<file path="src/rtl/instruction_loader_pkg.sv">
// Shared types and constants for the instruction loader and its accumulator.
package instruction_loader_pkg;

  localparam int INSTR_W       = 8;
  localparam int ADDR_W        = 8;
  localparam int DEFAULT_DEPTH = 256;

  typedef enum logic [2:0] {
    ST_IDLE  = 3'd0,
    ST_LOAD  = 3'd1,
    ST_CHECK = 3'd2,
    ST_DONE  = 3'd3,
    ST_ERROR = 3'd4
  } loader_state_t;

  // An 8-bit length field of 0 stands for a full 256-word image.
  function automatic logic [8:0] decode_length(input logic [7:0] len);
    return (len == 8'd0) ? 9'd256 : {1'b0, len};
  endfunction

endpackage

</file>
<file path="src/rtl/instruction_loader_if.sv">
// Byte-stream input and RAM write port of the instruction loader.
//
// Handshake: a byte moves from source to loader on every rising edge where
// In_Valid and In_Ready are both 1. The source holds In_Data stable while
// In_Valid is 1 and the byte has not been taken; In_Ready never depends on
// In_Valid. Write_Enable is a one-cycle strobe per word, no back-pressure.
interface instruction_loader_if;
  import instruction_loader_pkg::*;

  logic [INSTR_W-1:0] In_Data;
  logic               In_Valid;
  logic               In_Ready;
  logic               Write_Enable;
  logic [ADDR_W-1:0]  Write_Address;
  logic [INSTR_W-1:0] Write_Data;

  // Host / byte source side.
  modport master (
    output In_Data, In_Valid,
    input  In_Ready, Write_Enable, Write_Address, Write_Data
  );

  // Loader side.
  modport slave (
    input  In_Data, In_Valid,
    output In_Ready, Write_Enable, Write_Address, Write_Data
  );
endinterface

</file>
<file path="src/rtl/instruction_loader_xor_accum.sv">
// Clearable, enable-gated XOR accumulator used for the load checksum.
module xor_accum
  import instruction_loader_pkg::*;
#(
  parameter int W = INSTR_W
) (
  input  logic         clk,
  input  logic         reset,
  input  logic         clr_i,
  input  logic         en_i,
  input  logic [W-1:0] d_i,
  output logic [W-1:0] acc_o
);

  logic [W-1:0] acc_q;
  logic [W-1:0] acc_d;

  // Clear wins over accumulate so a new load always starts from zero.
  always_comb begin
    acc_d = acc_q;
    if (clr_i) begin
      acc_d = '0;
    end else if (en_i) begin
      acc_d = acc_q ^ d_i;
    end
  end

  // Accumulator register.
  always_ff @(posedge clk) begin
    if (reset) begin
      acc_q <= '0;
    end else begin
      acc_q <= acc_d;
    end
  end

  assign acc_o = acc_q;

endmodule

</file>
<file path="src/rtl/instruction_loader.sv">
// Streams instruction bytes into the instruction RAM, verifies a trailing
// XOR checksum and holds the CPU while the image is being rewritten.
module instruction_loader
  import instruction_loader_pkg::*;
#(
  parameter int DEPTH = DEFAULT_DEPTH
) (
  input  logic               clk,
  input  logic               reset,
  input  logic               Start,
  input  logic [7:0]         Length,
  instruction_loader_if.slave bus,
  output logic               CPU_Hold,
  output logic               Done,
  output logic               Error,
  output loader_state_t      dbg_state_o
);

  localparam logic [8:0] DEPTH_N = 9'(DEPTH);

  loader_state_t      state_q;
  logic [ADDR_W-1:0]  cnt_q;
  logic [ADDR_W-1:0]  cnt_d;
  logic [ADDR_W-1:0]  last_q;
  logic               in_ready_q;
  logic               we_q;
  logic [ADDR_W-1:0]  waddr_q;
  logic [INSTR_W-1:0] wdata_q;
  logic               hold_q;
  logic               done_q;
  logic               error_q;

  logic               start_window;
  logic [8:0]         n_len;
  logic               range_err;
  logic               start_load;
  logic               accept;
  logic               acc_en;
  logic [INSTR_W-1:0] acc;

  // Start is only looked at when no load is in flight.
  assign start_window = (state_q == ST_IDLE) || (state_q == ST_DONE) ||
                        (state_q == ST_ERROR);
  assign n_len        = decode_length(Length);
  assign range_err    = (n_len > DEPTH_N);
  assign start_load   = start_window && Start && !range_err;
  assign accept       = bus.In_Valid && in_ready_q;
  assign acc_en       = (state_q == ST_LOAD) && accept;
  assign cnt_d        = cnt_q + 8'd1;

  xor_accum #(.W(INSTR_W)) u_xor_accum (
    .clk   (clk),
    .reset (reset),
    .clr_i (start_load),
    .en_i  (acc_en),
    .d_i   (bus.In_Data),
    .acc_o (acc)
  );

  // Load FSM with word counter, write register and registered status outputs.
  always_ff @(posedge clk) begin
    if (reset) begin
      state_q    <= ST_IDLE;
      cnt_q      <= '0;
      last_q     <= '0;
      in_ready_q <= 1'b0;
      we_q       <= 1'b0;
      waddr_q    <= '0;
      wdata_q    <= '0;
      hold_q     <= 1'b0;
      done_q     <= 1'b0;
      error_q    <= 1'b0;
    end else begin
      we_q <= 1'b0;
      case (state_q)
        ST_IDLE, ST_DONE, ST_ERROR: begin
          if (Start) begin
            done_q <= 1'b0;
            hold_q <= 1'b1;
            if (range_err) begin
              state_q    <= ST_ERROR;
              error_q    <= 1'b1;
              in_ready_q <= 1'b0;
            end else begin
              state_q    <= ST_LOAD;
              error_q    <= 1'b0;
              in_ready_q <= 1'b1;
              cnt_q      <= '0;
              // Storing N-1 lets 256 fit in 8 bits (0 - 1 wraps to 255).
              last_q     <= Length - 8'd1;
            end
          end
        end
        ST_LOAD: begin
          if (accept) begin
            we_q    <= 1'b1;
            waddr_q <= cnt_q;
            wdata_q <= bus.In_Data;
            cnt_q   <= cnt_d;
            if (cnt_q == last_q) begin
              state_q <= ST_CHECK;
            end
          end
        end
        ST_CHECK: begin
          // The checksum byte is compared only, never written.
          if (accept) begin
            in_ready_q <= 1'b0;
            if (bus.In_Data == acc) begin
              state_q <= ST_DONE;
              done_q  <= 1'b1;
              hold_q  <= 1'b0;
            end else begin
              state_q <= ST_ERROR;
              error_q <= 1'b1;
            end
          end
        end
        default: begin
          state_q    <= ST_IDLE;
          in_ready_q <= 1'b0;
          hold_q     <= 1'b0;
          done_q     <= 1'b0;
          error_q    <= 1'b0;
        end
      endcase
    end
  end

  assign bus.In_Ready      = in_ready_q;
  assign bus.Write_Enable  = we_q;
  assign bus.Write_Address = waddr_q;
  assign bus.Write_Data    = wdata_q;
  assign CPU_Hold          = hold_q;
  assign Done              = done_q;
  assign Error             = error_q;
  assign dbg_state_o       = state_q;

endmodule

</file>
<file path="src/flat_wrapper.sv">
// flat-port wrapper written by rule: the top's interface ports become plain ports
module instruction_loader_flat import instruction_loader_pkg::*;
#(
  parameter int DEPTH = DEFAULT_DEPTH
)
  (clk, reset, Start, Length, CPU_Hold, Done, Error, dbg_state_o, bus_In_Data, bus_In_Valid, bus_In_Ready, bus_Write_Enable, bus_Write_Address, bus_Write_Data);
  instruction_loader_if bus_i ();
  input  logic clk;
  input  logic reset;
  input  logic Start;
  input  logic [7:0] Length;
  output logic CPU_Hold;
  output logic Done;
  output logic Error;
  output loader_state_t dbg_state_o;
  input wire logic [$bits(bus_i.In_Data)-1:0] bus_In_Data;
  input wire logic [$bits(bus_i.In_Valid)-1:0] bus_In_Valid;
  output wire logic [$bits(bus_i.In_Ready)-1:0] bus_In_Ready;
  output wire logic [$bits(bus_i.Write_Enable)-1:0] bus_Write_Enable;
  output wire logic [$bits(bus_i.Write_Address)-1:0] bus_Write_Address;
  output wire logic [$bits(bus_i.Write_Data)-1:0] bus_Write_Data;
  assign bus_i.In_Data = bus_In_Data;
  assign bus_i.In_Valid = bus_In_Valid;
  assign bus_In_Ready = bus_i.In_Ready;
  assign bus_Write_Enable = bus_i.Write_Enable;
  assign bus_Write_Address = bus_i.Write_Address;
  assign bus_Write_Data = bus_i.Write_Data;
  instruction_loader #(.DEPTH(DEPTH)) u_core (.clk(clk), .reset(reset), .Start(Start), .Length(Length), .bus(bus_i), .CPU_Hold(CPU_Hold), .Done(Done), .Error(Error), .dbg_state_o(dbg_state_o));
endmodule
</file>
<file path="config.mk">
export PLATFORM = sky130hd
export DESIGN_NAME = instruction_loader_flat
export DESIGN_NICKNAME = d
export VERILOG_FILES = /design/src/rtl/instruction_loader_pkg.sv /design/src/rtl/instruction_loader_if.sv /design/src/rtl/instruction_loader_xor_accum.sv /design/src/rtl/instruction_loader.sv /design/src/flat_wrapper.sv
export SDC_FILE = /design/constraint.sdc
export NUM_CORES = 1
export LEC_CHECK = 0
export ABC_AREA = 1
export CAP_MARGIN = 10
export CORE_MARGIN = 2
export CORE_UTILIZATION = 46
export DETAILED_ROUTE_END_ITERATION = 10
export HOLD_SLACK_MARGIN = 0.12
export PLACE_DENSITY = 0.77
export SETUP_SLACK_MARGIN = 0.1
export SLEW_MARGIN = 10
export SYNTH_ARGS = -nofsm -noshare
export SYNTH_HDL_FRONTEND = slang
export SYNTH_HIERARCHICAL = 1
export SYNTH_SLANG_ARGS = --single-unit
</file>
<file path="constraint.sdc">
create_clock -name clk -period 1.7 [get_ports clk]
set_clock_uncertainty 0.05 [all_clocks]
set_input_delay 0.17 -clock clk [delete_from_list [all_inputs] [get_ports clk]]
set_output_delay 0.17 -clock clk [all_outputs]
set_load 0.01 [all_outputs]
</file>
# After elaboration in Yosys (flattened, before gate mapping)

Index checks and enable logic that the tools add are counted.

Add/sub/neg operators: 2
$lt $le $gt $ge: 1
Equality and inequality tests: 13
Mux-type cells: 30
Bitwise operators: 3
Reductions and logical operators: 20

Operators by type and width:

| cell                                                 | number |
|---|---|
| 2-to-1 mux 8 bit                                     | 3 |
| 2-to-1 mux 3 bit                                     | 6 |
| equality test 8 bit                                  | 2 |
| one-hot mux 8 bit (2 select lines)                   | 1 |
| AND reduction 4 bit                                  | 4 |
| 2-to-1 mux 1 bit                                     | 14 |
| one-hot mux 1 bit (3 select lines)                   | 4 |
| greater-than comparator 9 bit, second input constant | 1 |
| 2-to-1 mux 9 bit                                     | 1 |
| one-hot mux 3 bit (3 select lines)                   | 1 |
| adder 8 x 1 -> 8 bit, second input constant          | 1 |
| zero test 8 bit                                      | 1 |
| != test 2 bit, second input constant                 | 4 |
| subtractor 8 x 1 -> 8 bit, second input constant     | 1 |
| XOR 8 bit                                            | 1 |
| equality test 3 x 2 -> 1 bit, second input constant  | 2 |
| != test 2 x 1 -> 1 bit, second input constant        | 3 |
| AND reduction 3 bit                                  | 2 |
| logical AND 1 bit                                    | 4 |
| OR reduction 2 bit                                   | 2 |
| equality test 3 x 1 -> 1 bit, second input constant  | 1 |
| equality test 3 bit, second input constant           | 1 |
| zero test 3 bit                                      | 1 |
| OR reduction 3 bit                                   | 1 |
| other kinds (5)                                      | 7 |

Register bits: 48
Input port bits: 20
Output and inout bits: 24
Word-level logic and storage cells: 80

# Longest topological paths before layout

Gate-level depths: netlist (run 1).

Depth in word-level cells: 6
Mapped depth: 11
Mapped depth without buffers: 10

# Hierarchy

Netlist (run 1), hierarchy kept.

By module, submodules not included:

| module             | instances | cells each | area an instance (um^2) | sequential area each (um^2) |
|---|---|---|---|---|
| instruction_loader | 1         | 268        | 1955.6                  | 800.8 |
| xor_accum          | 1         | 43         | 356.6                   | 160.2 |

# Worst setup path before layout (run 1)

Ideal clock, no wire load.

Kind: flip-flop to flip-flop
From: register u_core.state_q[0], in the netlist u_core/dbg_state_o[0]
To: register u_core.u_xor_accum.acc_q[3], in the netlist u_core/u_xor_accum/acc_o[3]
Library setup time: 0.115 ns
Arrival time: 1.542 ns
Required time: 1.535 ns
Slack: -0.007 ns
Cell stages (with the launch flop): 12
Path buffers: 4
Period minus slack after synthesis: 1.707 ns
Cells stage by stage: dfxtp_1 -> inv_1 -> nor3_4 -> nand2_4 -> inv_2 -> buf_4 -> buf_4 -> buf_6 -> buf_8 -> nand3_2 -> nand2_1 -> nor2_1

Elaborated cells between the ends (all ways): 10
Those cells by class: eq/ne: 3; reduce/logical: 7

RTL lines:

| item                         | line                               | text |
|---|---|---|
| start, declared              | instruction_loader.sv:21           | `loader_state_t state_q;` |
| start signal, assigned       | instruction_loader.sv:63           | `state_q <= ST_IDLE;` |
| start signal, assigned       | instruction_loader.sv:81           | `state_q <= ST_ERROR;` |
| start signal, assigned       | instruction_loader.sv:85           | `state_q <= ST_LOAD;` |
| equality test 3 x 1 -> 1 bit | instruction_loader.sv:48           | `assign acc_en = (state_q == ST_LOAD) && accept;` |
| logical AND 1 bit            | instruction_loader.sv:48           |  |
| net u_core.acc_en            | instruction_loader.sv:38           | `logic acc_en;` |
| end signal, assigned         | instruction_loader_xor_accum.sv:31 | `acc_q <= '0;` |
| end signal, assigned         | instruction_loader_xor_accum.sv:33 | `acc_q <= acc_d;` |
| end, declared                | instruction_loader_xor_accum.sv:15 | `logic [W-1:0] acc_q;` |

The timed path passes the listed nets, and every way through them passes these cells.
A chain may end at the register's enable or synchronous reset.

# Worst setup path after layout (run 1)

From: register u_core.state_q[0], in the netlist u_core/dbg_state_o[0]
To: register u_core.cnt_q[5]

Longest elaborated chain between the ends: 4
Elaborated cells between the ends (all ways): 11
Those cells by class: eq/ne: 6; mux: 1; reduce/logical: 4

RTL lines:

| item                                                                 | line                     | text |
|---|---|---|
| equality test 3 bit, or another cell as far along                    | instruction_loader.sv:75 | `case (state_q)` |
| OR reduction 3 bit                                                   | instruction_loader.sv:75 |  |
| != test 2 bit (no source line) or nonzero test 2 bit (tied branches) | --                       |  |
| AND reduction 4 bit (no source line)                                 | --                       |  |
| end signal, assigned                                                 | instruction_loader.sv:99 | `cnt_q <= cnt_d;` |
| end, declared                                                        | instruction_loader.sv:22 | `logic [ADDR_W-1:0] cnt_q;` |

Parallel ways exist; a longest one is shown, timed or not.

==> results.md, run 1 <==
* Number of synthesis warnings at 6
* Hold depth at 3
* Die H at 74.9 um
* DRT antenna net count at 0
* Port bufs at 43
* Pwr Density at 1100 nW/um^2
* DR vias at about 2,100
* Startpoint types: flop
* Clock transition at path regs at 0.08 ns
* GRT overflow at 0
* Clk sinks at 48
* Minimum clock period at 1.50 ns
* Setup violations, final at 0
* Initial antenna violation count at 0
* Routed wire length per instance at 11.4 um
* Detailed Route WL at 4880 um
* Final HPWL from detailed placement at 3640 um
* WS Path Type: flop to flop
* Drt pass-1 iters at 4
* Rel. slew slack at 80.8%
* Most common cell after layout, fill and taps aside: nand2_1
* Post-synth ARST share at 0%
* CTS Buf Count at 5
* Number of synthesized flops with an enable pin at 0
* Worst hold path class: input port to flop
* I/O Pins at 44
* Required @ worst endpoint at 1.83 ns
* Final Hold Viols at 0
* CP Max Fanout at 7
* Reg2reg path depth at 9
* Largest net degree at the start of global routing at 37
* Clock Latency Late Sink at 0.29 ns
* Worst hold slack at 0.423 ns
* Fmax at 665 MHz
* Library cells used by synthesis at 32
* Status: completed
* Fillers at 433
* RSZ-0062 raised after global routing: yes
* Layout overhead on the synthesized area at 26.9%
* Period Utilization, post-route at 88.4%
* RR Endpoint: u_core/cnt_q[5]$_SDFFE_PP0P_
* Max IR drop VDD at ~0.00056 V
* Layout cells sized above 1 at a little under an eighth
* Vias/cell at 4.95
* Max_cap viols at 0
* Least-Margin Pin Slew at 0.288 ns
* Hold-fix buffers, CTS at 0
* H-tree lvl count at 2
* # diodes at 0
* Crit path capture type: flop
* Post-Route Utilization at 61.3%
* Core region area at between 4000 and 5000 um^2
* Iter 0 DRT Violations at 83
* Pins over their slew limit at 0
* Most frequent cells in the layout: nand2_1, dfxtp_1, clkdlybuf4s50_1
* Total GRT Usage at 19.4%
* Die ar. at roughly 5600 um^2
* Number of global-route vias before repair at 1,968
* Register area share after synthesis at 41.6%
* Die Span X at 74.9 um
* Final #Nets at 382
* Cells after Synth at 311
* Hold path endpoint: u_core/last_q[4]$_SDFFE_PP0P_
* R2r startpoint: u_core/dbg_state_o[0]$_SDFFE_PP0P_
* CTS tree: yes
* First-pass GRT wire length at 8490 um
* HP Start: Length[4]
* Core Rows at 25
* Drt drc at 0
* Initial Utilization at 48.3%
* Flop2flop setup slack at 0.20 ns
* Setup TNS at 0 ns
* Lkg Pwr at 1.18 nW
* Number of synthesized register bits at 48
* WP data arrival at 1.64 ns
* Clock Tree Buf Depth at 2
* Top FF cell, synth: dfxtp_1
* Clock root cell: clkbuf_8
* Routability Congestion at 0.843
* Post-Syn Nets at 333
* Area of the mapped netlist at roughly 2300 um^2
* Post-Syn Area per Cell at ~7.4 um^2
-- Yosys cell counts (2+ instances only) --
master | number | share of area [%]
nand2_1 | 64 | 10
dfxtp_1 | 48 | 42
nor2_1 | 36 | 5.8
a21oi_1 | 34 | 7.4
inv_1 | 30 | 4.9
o21ai_0 | 19 | 4.1
nand3_1 | 18 | 3.9
xnor2_1 | 11 | 4.2
o21ai_1 | 9 | 1.9
inv_2 | 5 | 0.81
buf_4 | 4 | 1.3
nand2_2 | 4 | 1.1
nand3_2 | 3 | 1.3
a21oi_2 | 2 | 0.76
a31oi_1 | 2 | 0.54
clkbuf_1 | 2 | 0.32
ha_1 | 2 | 1.1
nand2_4 | 2 | 0.97
nor2_4 | 2 | 0.97
nor3_1 | 2 | 0.43
-- what timing repair did --
item / CTS / global route
buffers inserted: 0 / 1
endpoints found under the setup margin: 0 / 6
resized for setup: 0 / 1
-- metal layers --
metal	vias up	wire length, um	global-route usage, %
met3	2	217	4.55
met1	964	2370	25.7
li1	1100	-	-
met4	0	22	5.75
met2	47	2270	31.6
met5	-	0	0
-- cell type report --
cell class / count / area [um^2] / area share, %
Multi-Input combinational cell: 219 / 1150 / 39.3
Inverter: 35 / 131 / 4.48
Timing Repair Buffer: 51 / 503 / 17.1
Tap cell: 67 / 83.8 / 2.86
Sequential cell: 48 / 967 / 33.0
Clock buffer: 7 / 96.3 / 3.28
-- state kept, by name, summed over array words and instances (netlist names), 3 cells and up --
register,flops
u_core/bus.Write_Data,8
u_core/cnt_q,8
u_core/bus.Write_Address,8
u_core/u_xor_accum/acc_o,8
u_core/dbg_state_o,3
u_core/last_q,8
-- metrics by stage --
step | area, um^2 | std cells | setup slack [ns] | power (mW)
final | 2930 | 427 | 0.197 | 3.21
after global routing | 2930 | 427 | 0.0964 | 3.44
after floorplan | 2320 | 311 | 0.108 | 2.17
after detailed placement | 2830 | 419 | 0.0599 | 2.52
after CTS | 2930 | 426 | 0.107 | 3.23
after global placement | 2830 | 419 | 0.102 | 2.50
-- logic make-up (layout without fill, tap and decap cells) --
kind of cell	after synthesis	in the layout	synth area share, %
adder cells (fa/ha/maj)	2	2	1.08
AO/OA/AOI/OAI	68	68	15.4
flip-flops	48	48	41.6
buffers and inverters	44	93	8.60
AND/OR/NAND/NOR	137	137	28.8
XOR/XNOR	12	12	4.55
-- where the power goes --
| group | internal (mW) | total (mW) | switching, mW | leakage [nW] |
|---|---|---|---|---|
| combinational | 0.479 | 1.11 | 0.635 | 0.735 |
| sequential | 1.27 | 1.39 | 0.115 | 0.391 |
| clock | 0.363 | 0.711 | 0.349 | 0.0503 |
-- critical path: stages, from the launching register on --
cell,delay [ns]
dfxtp_4,0.38
inv_2,0.06
nor3_4,0.27
nand2_4,0.10
nand2_4,0.14
inv_2,0.06
nor3_2,0.16
nand2_1,0.08
nand2_1,0.06
nor2_1,0.03
-- how the worst max path moves through the flow --
| stage | start | end | slack (ns) | cells after the start |
|---|---|---|---|---|
| after CTS | u_core/dbg_state_o[2]$_SDFFE_PP0P_ | dbg_state_o[2] | 0.11 | 1 |
| after global placement | Length[0] | u_core/last_q[6]$_SDFFE_PP0P_ | 0.10 | 8 |
| after global routing | u_core/dbg_state_o[0]$_SDFFE_PP0P_ | u_core/cnt_q[5]$_SDFFE_PP0P_ | 0.1 | 9 |
| final | u_core/dbg_state_o[0]$_SDFFE_PP0P_ | u_core/cnt_q[5]$_SDFFE_PP0P_ | 0.20 | 9 |
| after floorplan | u_core/dbg_state_o[0]$_SDFFE_PP0P_ | u_core/u_xor_accum/acc_o[3]$_SDFFE_PP0P_ | 0.11 | 11 |
| after detailed placement | bus_In_Valid | u_core/cnt_q[5]$_SDFFE_PP0P_ | 0.06 | 10 |
Power figures use the tool's default switching activity.
==> inputs of run 2 (changes only) <==
==> constraint.sdc (replaced) <==
create_clock -name clk -period 1.7 [get_ports clk]
set_clock_uncertainty 0.05 [all_clocks]
set_input_delay 0.425 -clock clk [delete_from_list [all_inputs] [get_ports clk]]
set_output_delay 0.425 -clock clk [all_outputs]
set_load 0.01 [all_outputs]
==> results.md, run 2 (synthesis gave the netlist of run 1 again) <==
* Status: completed
* Most frequent cells in the layout: nand2_1, dfxtp_1, a21oi_1, nor2_1, buf_4
* Iter 0 DRT Violations at 114 (+37%)
* Power share of the clock group at 28.8% (+6.7 points)
* Pre-CTS setup slack at -0.198 ns (-0.258 ns)
* Core region area at 4790 um^2 (unchanged)
* WP buf/inv at 1 (-1)
* DP Cell Count at 442 (+5.5%)
* Final #Nets at 404 (+5.8%)
* Layout overhead on the synthesized area at 37.4%
* Final WS setup at 0.180 ns (-0.0167 ns)
* Detailed Route WL at 5330 um (+9.3%)
* Max IR drop VDD at 0.000762 V (+36%)
* Vias/cell at 4.90 (-0.93%)
* RR Endpoint: u_core/cnt_q[7]$_SDFFE_PP0P_
* Critical path depth in cells at 9 (unchanged)
* CTS tree: yes
* WP data arrival at 1.67 ns (+0.03 ns)
* DR vias at 2,206 (+4.4%)
* Die Span X at 74.9 um (unchanged)
* Drt pass-1 iters at 4 (unchanged)
* R2r startpoint: u_core/dbg_state_o[0]$_SDFFE_PP0P_
* Post-CTS Setup Repair Bufs at 0 (unchanged)
* Wire length on met1 at 2440 um (+2.7%)
* Net Sw Frac at 32.1% (-2.1 points)
* RSZ-0062 raised after global routing: no
* Final HPWL from detailed placement at 3970 um (+9.2%)
* Metal3 WL at 215 um (-0.92%)
* Pins over their slew limit at 0 (unchanged)
* Combinational share of power at 33.3% (-1.4 points)
* Most frequent CP cell: nand2_1
* Flop2flop setup slack at 0.21 ns (about the same)
* Worst hold slack at 0.401 ns (-0.0223 ns)
* Rel. slew slack at 81.9% (+1.1 points)
* Clock transition at path regs at 0.09 ns (about the same)
* Layout cells sized above 1 at 19.3% (+7.7 points)
* Lkg Pwr at 1.46 nW (+24%)
* Reg2reg path depth at 7 (-2)
* CTS Buf Count at 5 (unchanged)
* Period Utilization, post-route at 89.4% (+0.98 points)
* Required @ worst endpoint at 1.85 ns (+0.02 ns)
* Crit path capture type: flop
* CP Max Fanout at 2 (-5)
* Final std cells w/o fill at 450 (+5.4%)
* Pwr Density at 1160 nW/um^2 (+5.9%)
* Worst hold path class: input port to flop
* Total GRT Usage at 20.6% (+1.2 points)
* # diodes at 0 (unchanged)
* Slowest-stage cell, CP: clkdlybuf4s50_1
* Clk sinks at 48 (unchanged)
* Clock Tree Buf Depth at 2 (unchanged)
* Initial Utilization at 48.3% (unchanged)
* Critical path, cell by cell: clkdlybuf4s50_1 -> xnor2_1 -> nand2_1 -> nor2_2 -> nand2_1 -> nand2_1 -> nand2_1 -> nand2_1 -> a21oi_2
* Int Power at 2.50 mW (+18%)
* Met2 wire length at 2620 um (+16%)
* Total power at 3.68 mW (+15%)
* Most common cell after layout, fill and taps aside: nand2_1
* I/O Pins at 44 (unchanged)
* H-tree lvl count at 2 (unchanged)
* Final Hold Viols at 0 (unchanged)
* Drt drc at 0 (unchanged)
* First-pass GRT wire length at 8890 um (+4.8%)
* Crit path to: u_core/Done$_SDFFE_PP0P_
* Number of global-route vias before repair at 2,042 (+3.8%)
* WS Path Type: input port to flop
* Clock root cell: clkbuf_8
* Core Rows at 25 (unchanged)
* Reg power frac at 37.9% (-5.3 points)
* Crit-path max cell delay at 0.52 ns (+0.14 ns)
* Net Switching at 1.18 mW (+7.6%)
* Die ar. at 5610 um^2 (unchanged)
* Fmax at 658 MHz (-1.1%)
* Routed wire length per instance at 11.9 um (+3.8%)
* Crit. Startpoint: bus_In_Data[3]
* Startpoint types: input port
* DRT antenna net count at 0 (unchanged)
* Max_cap viols at 0 (unchanged)
* Hold depth at 3 (unchanged)
* Least-Margin Pin Slew at 0.271 ns (-0.0176 ns)
* Setup violations, final at 0 (unchanged)
* Uppermost routed layer: met4
* Clock Latency Late Sink at 0.30 ns (about the same)
* Hold-fix buffers, CTS at 0 (unchanged)
* Crit-path leading delay family: simple AND/OR/NAND/NOR gates
* Die H at 74.9 um (unchanged)
* Fillers at 424 (-2.1%)
* Initial antenna violation count at 0 (unchanged)
* Port bufs at 43 (unchanged)
* Minimum clock period at 1.52 ns (+0.0167 ns)
* Routability Congestion at 0.883 (+4.8%)
* GRT overflow at 0 (unchanged)
* Largest net degree at the start of global routing at 21 (-43%)
-- run 2: cell types whose count changed in the layout (fill, tap and decap cells not counted), moves of 4 or more --
cell / previous run / this run
nor2_1: 36 / 32
nor2_2: 0 / 4
buf_4: 7 / 28
dlymetal6s2s_1: 0 / 5
dlygate4sd2_1: 0 / 24
clkdlybuf4s50_1: 43 / 14
-- run 2: what timing repair did --
item	4_1_cts	5_1_grt
resized for setup	27	15
endpoints found under the hold margin	0	0
pin swaps	0	3
endpoints found under the setup margin	24	4
-- run 2: layer usage --
layer | track usage, % | up-vias
met5 | 0 | -
met4 | 5.36 | 0
met3 | 5.09 | 8
met2 | 34.5 | 46
met1 | 26.7 | 1007
li1 | - | 1145
-- run 2: worst min path at each step --
stage | slack (ns) | start | to
final | 0.40 | Length[3] | u_core/last_q[3]$_SDFFE_PP0P_
after CTS | 0.42 | u_core/Error$_SDFFE_PP0P_ | u_core/Error$_SDFFE_PP0P_
after global placement | 0.41 | u_core/Error$_SDFFE_PP0P_ | u_core/Error$_SDFFE_PP0P_
after detailed placement | 0.41 | u_core/Error$_SDFFE_PP0P_ | u_core/Error$_SDFFE_PP0P_
after floorplan | 0.42 | u_core/cnt_q[7]$_SDFFE_PP0P_ | u_core/cnt_q[7]$_SDFFE_PP0P_
after global routing | 0.41 | Length[3] | u_core/last_q[3]$_SDFFE_PP0P_
-- run 2: tightest hold or removal path: stages --
cell	delay, ns
dlymetal6s2s_1	0.14
o31ai_1	0.08
a31oi_1	0.08
-- run 2: metrics by stage --
| step | utilization [%] | instance area, um^2 | TNS, ns |
|---|---|---|---|
| 6_report | 66.4 | 3180 | 0 |
| 5_1_grt | 66.4 | 3180 | 0 |
| 4_1_cts | 65.7 | 3140 | 0 |
| 3_5_place_dp | 63.0 | 3010 | -1.97 |
| 3_3_place_gp | 63.0 | 3010 | -1.16 |
| 2_1_floorplan | - | 2320 | 0 |
-- run 2: layout make-up --
| type | instances | area, um^2 | share of cell area [%] |
|---|---|---|---|
| Timing Repair Buffer | 73 | 663 | 20.9 |
| Tap cell | 67 | 83.8 | 2.64 |
| Sequential cell | 48 | 972 | 30.6 |
| Inverter | 35 | 131 | 4.14 |
| Clock inverter | 2 | 60.1 | 1.89 |
| Clock buffer | 6 | 93.8 | 2.95 |
| Multi-Input combinational cell | 219 | 1170 | 36.9 |
-- run 2: power by group through the flow --
stage,sequential [mW],combinational (mW),clock (mW)
floorplan,1.44,0.734,0
global placement,1.42,1.23,0
detailed placement,1.42,1.26,0
CTS,1.40,1.21,1.08
global route,1.42,1.36,1.13
finish,1.40,1.23,1.06
